## src/rtl/cmd_tx_arbiter.sv

```systemverilog
// cmd_tx_arbiter
//   Shares one command transmitter between NUM_REQ independent requesters.
//   The arbiter is round-robin and keeps one command outstanding at a time.
//   Each command has a completion timeout.
//   A minimum idle gap is enforced after every command.
//
// Ports
//   clk       system clock
//   rst_n     asynchronous active-low reset
//   req_vld   level request per requester, held until its req_ack/req_err
//   req_type  packed command types, requester i at [i*TYPE_W +: TYPE_W]
//   req_ack   one-cycle pulse: granted requester's command completed
//   req_err   one-cycle pulse: granted requester's command timed out
//   cmd_tx    one-cycle start pulse to the command engine
//   cmd_type  type of the current command, latched at grant
//   cmd_done  one-cycle completion pulse from the command engine
//   busy      high whenever the arbiter is not idle
//   grant_id  index of the current or most recently granted requester
module cmd_tx_arbiter #(
  parameter int NUM_REQ = 4,
  parameter int TYPE_W  = 2,
  parameter int TIMEOUT = 1023,
  parameter int GAP     = 10,
  localparam int ID_W   = (NUM_REQ > 1) ? $clog2(NUM_REQ) : 1
) (
  input  logic                      clk,
  input  logic                      rst_n,
  input  logic [NUM_REQ-1:0]        req_vld,
  input  logic [NUM_REQ*TYPE_W-1:0] req_type,
  output logic [NUM_REQ-1:0]        req_ack,
  output logic [NUM_REQ-1:0]        req_err,
  output logic                      cmd_tx,
  output logic [TYPE_W-1:0]         cmd_type,
  input  logic                      cmd_done,
  output logic                      busy,
  output logic [ID_W-1:0]           grant_id
);

  localparam int TIMER_W = 16;
  localparam int GAP_W   = 8;
  localparam logic [TIMER_W-1:0] TIMER_LAST = TIMER_W'(TIMEOUT - 1);
  localparam logic [GAP_W-1:0]   GAP_LAST   = GAP_W'((GAP > 0) ? GAP - 1 : 0);

  typedef enum logic [1:0] {
    S_IDLE,
    S_ISSUE,
    S_WAIT_DONE,
    S_GAP
  } state_t;

  state_t               state;
  state_t               state_next;
  logic [ID_W-1:0]      last;
  logic [TIMER_W-1:0]   timer;
  logic [GAP_W-1:0]     gap_cnt;

  logic                 win_found;
  logic [ID_W-1:0]      win_id;
  logic [ID_W:0]        cand;
  logic [TYPE_W-1:0]    win_type;
  logic [NUM_REQ-1:0]   grant_oh;
  logic                 done_hit;
  logic                 tout_hit;
  logic                 gap_end;

  // Round-robin search: start just above the last winner and wrap.
  // The first requester found with req_vld set wins.
  always_comb begin
    win_found = 1'b0;
    win_id    = '0;
    cand      = '0;
    for (int k = 1; k <= NUM_REQ; k++) begin
      cand = {1'b0, last} + (ID_W+1)'(k);
      if (cand >= (ID_W+1)'(NUM_REQ)) begin
        cand = cand - (ID_W+1)'(NUM_REQ);
      end
      if (!win_found && req_vld[cand[ID_W-1:0]]) begin
        win_found = 1'b1;
        win_id    = cand[ID_W-1:0];
      end
    end
  end

  // Select the winner's command type from the packed type bus.
  always_comb begin
    win_type = '0;
    for (int i = 0; i < NUM_REQ; i++) begin
      if (win_id == ID_W'(i)) begin
        win_type = req_type[i*TYPE_W +: TYPE_W];
      end
    end
  end

  assign grant_oh = NUM_REQ'(1) << grant_id;

  // If cmd_done and the timeout land in the same cycle, done wins.
  assign done_hit = (state == S_WAIT_DONE) && cmd_done;
  assign tout_hit = (state == S_WAIT_DONE) && !cmd_done && (timer == TIMER_LAST);
  assign gap_end  = (state == S_GAP) && (gap_cnt == GAP_LAST);

  // State register.
  always_ff @(posedge clk or negedge rst_n) begin
    if (!rst_n) begin
      state <= S_IDLE;
    end else begin
      state <= state_next;
    end
  end

  // Next-state logic.
  // With GAP=0 the GAP state is skipped so the arbiter is idle right after a command ends.
  always_comb begin
    state_next = state;
    unique case (state)
      S_IDLE: begin
        if (win_found) begin
          state_next = S_ISSUE;
        end
      end
      S_ISSUE: begin
        state_next = S_WAIT_DONE;
      end
      S_WAIT_DONE: begin
        if (done_hit || tout_hit) begin
          state_next = (GAP == 0) ? S_IDLE : S_GAP;
        end
      end
      S_GAP: begin
        if (gap_end) begin
          state_next = S_IDLE;
        end
      end
      default: state_next = S_IDLE;
    endcase
  end

  // Registered outputs and datapath.
  // cmd_tx and busy are registered from the next state.
  // They therefore line up exactly with ISSUE and non-IDLE.
  always_ff @(posedge clk or negedge rst_n) begin
    if (!rst_n) begin
      cmd_tx   <= 1'b0;
      busy     <= 1'b0;
      req_ack  <= '0;
      req_err  <= '0;
      grant_id <= '0;
      cmd_type <= '0;
      last     <= ID_W'(NUM_REQ - 1);
      timer    <= '0;
      gap_cnt  <= '0;
    end else begin
      cmd_tx  <= (state_next == S_ISSUE);
      busy    <= (state_next != S_IDLE);
      req_ack <= done_hit ? grant_oh : '0;
      req_err <= tout_hit ? grant_oh : '0;

      if (state == S_IDLE && win_found) begin
        grant_id <= win_id;
        cmd_type <= win_type;
        last     <= win_id;
      end

      if (state == S_ISSUE) begin
        timer <= '0;
      end else if (state == S_WAIT_DONE) begin
        timer <= timer + TIMER_W'(1);
      end

      if (state == S_GAP) begin
        gap_cnt <= gap_cnt + GAP_W'(1);
      end else begin
        gap_cnt <= '0;
      end
    end
  end

endmodule
```

## config.mk

```make
export PLATFORM = sky130hd
export DESIGN_NAME = cmd_tx_arbiter
export DESIGN_NICKNAME = d
export VERILOG_FILES = /design/src/rtl/cmd_tx_arbiter.sv
export SDC_FILE = /design/constraint.sdc
export NUM_CORES = 1
export LEC_CHECK = 0
export CORE_UTILIZATION = 54
export DETAILED_ROUTE_END_ITERATION = 8
export PLACE_DENSITY = 0.82
export SYNTH_ARGS = -nofsm -noshare
export SYNTH_HDL_FRONTEND = slang
export SYNTH_SLANG_ARGS = --single-unit
```

## constraint.sdc

```tcl
create_clock -name clk -period 2.1 [get_ports clk]
set_input_delay 0.525 -clock clk [delete_from_list [all_inputs] [get_ports clk]]
set_output_delay 0.525 -clock clk [all_outputs]
set_load 0.005 [all_outputs]
```

==> impl_results.md <==
- Sequential share of the synthesized area: between 50% and 60%
- Clock Latency Late Sink: between 0.2 and 0.3 ns
- DRC errors left: 0
- H-tree Lvls: 2
- Share of layout cells above drive strength 1: a little under an eighth
- Critical setup path kind: in2reg
- Worst-Margin Slew: around 0.45 ns
- I/O pins: 29
- Most frequent cells in the layout: 40 x dfrtp_1, 36 x nor2_1, 27 x clkdlybuf4s50_1
- Max Root-Sink Buffers: 2
- Arr. time, crit path: 2.15 ns
- # fillers: between 200 and 300
- Number of cell rows: 22
- Post-synth net total: roughly 230
- Top_reg_cell synth: dfrtp_1
- Nature of the critical path endpoint: flop
- Minimum clock period: 1.96 ns
- Startpoint class of the critical path: primary input
- IO Port Bufs: 28
- Largest net degree at the start of global routing: 24
- Final nets: 270
- Post-synth EDFFs: 0
- Die W: 64.1 um
- Final RePlAce weighted congestion: 0.772
- Worst-path fanout max: 6
- Seq cells post-synth: 42
- Final hold viol count: 0
- Yosys Warn Count: 0
- Detailed Routing Iterations Pass 1: 4
- WP buf/inv: 1
- TritonCTS buffer count: 5
- Most common cell after layout, fill and taps aside: dfrtp_1
- Post-DP HPWL: around 2.7 mm
- Peak Freq: 0.510 GHz
- Synth Instances: slightly above 200
- Final WL: about 3.6 mm
- Worst path slowest cell: or4_4
- Slew margin rel.: roughly 70%
- TritonCTS clock tree: built
- Status: finished clean
- Min-Delay Path Class: in2async
- Clock skew: a little under 0.01 ns
- Crit-path max cell delay: 0.57 ns
- CTS Root Cell: clkbuf_8
- Async SR Flop Fraction: 100%
- Grt ovf: 0
- TNS Setup: 0 ns
- PwrDens: approximately 1100 mW/mm^2
- Synthesized area: ~0.0021 mm^2
- Initial antenna violation count: 0
- # Max-Cap Violations: 0
- Clock-pin slew of the registers on the worst-case setup and hold paths: 0.09 ns
- Clk sinks: 42
- P&R area growth vs syn: 24.0%
- Final ANT Viol Nets: 0
- Endpoints failing setup: 0
- Die area: roughly 0.0041 mm^2
- Count of cell types in the netlist: a little over 40
- Antenna Cells: 0
- Initial drt markers: 73
- Die height: between 60 and 70 um
- WHS: 0.168 ns
- Mapped Avg Cell Area: 10.3 um^2
- Initial Util: 56.5%
- Post-route clock period utilization: between 90% and 100%
- Total power: around 2.7 mW
- Routed len/inst: ~12 um
- Critical path's top delay family: simple AND/OR/NAND/NOR gates
- First-pass GRT wire length: between 6 and 7 mm
- Vias in the first global route: 1,430
- Worst vdd ir: 0.674 mV
- Tot GR Track Use: roughly 20%
- Via-to-Cell Ratio: 5.35
- Final Max Tran Viols: 0
- CP cell instances: clkdlybuf4s50_1 -> or4_4 -> and2_4 -> nand3_1 -> mux2i_1 -> a221o_1
- Core area: roughly 0.0037 mm^2
- WP data required: between 2 and 2.5 ns
- Lkg Pwr: 1.20 nW
- Vias: roughly 1,600
## through the flow
step / instance area [um^2] / std cells / worst slack (ns) / utilization, %
floorplan: 2080 / 203 / 0.251 / -
global placement: 2490 / 286 / -0.152 / 67.4
detailed placement: 2490 / 286 / -0.187 / 67.4
CTS: 2580 / 294 / 0.116 / 69.9
global route: 2580 / 294 / -0.00949 / 70.0
finish: 2580 / 294 / 0.138 / 70.0
## path summary, 6_finish.rpt
| kind | start | end | slack, ns | cells after the start |
|---|---|---|---|---|
| max in group asynchronous | rst_n | last[1] | 1.38 | 2 |
| min in group clk | gap_cnt[0] | gap_cnt[0] | 0.48 | 1 |
| setup reg to reg | state[1] | timer[15] | 0.15 | 6 |
| hold reg to reg | gap_cnt[0] | gap_cnt[0] | 0.48 | 1 |
| setup / recovery | req_vld[3] | cmd_type[1] | 0.14 | 6 |
| hold / removal | rst_n | timer[9] | 0.17 | 1 |
## area by class of cell
class	instances	area (um^2)	share of cell area, %
flip-flops and latches	42	1050	40.8
multi-input cells	149	976	37.8
repair buffers	39	370	14.3
clock buffers	5	68.8	2.66
well taps	48	60.1	2.33
inverters	8	30.0	1.16
clock inverters	3	23.8	0.921
## Yosys cell counts, types with 2 or more instances
cell | n | area (um^2)
mux2_2 | 3 | 33.8
xor2_1 | 13 | 114
ha_1 | 10 | 125
inv_1 | 7 | 26.3
o21ai_0 | 10 | 50.1
mux2i_1 | 4 | 40.0
nor4b_1 | 2 | 17.5
clkbuf_1 | 2 | 7.51
a21o_1 | 3 | 22.5
and4_1 | 2 | 17.5
and3_1 | 6 | 37.5
dfrtp_1 | 40 | 1000
nand2_1 | 9 | 33.8
xnor2_1 | 3 | 26.3
nand3_1 | 11 | 55.1
and2_1 | 2 | 12.5
dfstp_2 | 2 | 52.6
or3_1 | 2 | 12.5
a221o_1 | 2 | 20.0
nor3_1 | 2 | 10.0
a31oi_1 | 2 | 12.5
nand2b_1 | 7 | 43.8
nor2_1 | 36 | 135
nand4_1 | 4 | 25.0
a21oi_1 | 3 | 15.0
## kinds of logic (layout without fill, tap and decap cells)
kind of cell               Yosys count  in the layout  synth area share, %
AOI/OAI and AO/OA                   27             27                 8.53
xor gates and xnor gates            16             16                 6.73
adders and majority gates           10             10                 6.01
buffers and inverters               12             55                 2.70
DFF                                 42             42                 50.6
muxes                                7              7                 3.54
and+or+nand+nor                     89             89                 21.9
## sequential cells by signal, summed over array words and instances (netlist names)
signal	cells
timer	16
gap_cnt	8
req_ack	4
req_err	4
cmd_type	2
grant_id	2
last	2
state	2
busy	1
cmd_tx	1
## where the power goes
part	switching, mW	leakage, nW	total [mW]	internal (mW)
clock network	0.293	0.0408	0.530	0.238
registers	0.142	0.559	1.12	0.980
logic	0.533	0.598	1.10	0.562
total	0.968	1.20	2.75	1.78
## repair_timing
action / 4_1_cts / 5_1_grt
buffers inserted: 0 / 0
setup endpoints to repair: 0 / 2
hold buffers: 0 / 0
gates resized for setup: 0 / 1
## per-layer routing
metal	track usage, %	share of wire, %
met2	31.5	46
met5	0	0
met4	6.67	0.63
met3	4.29	2.9
met1	27.3	50
(Power assumes the default switching activity.)
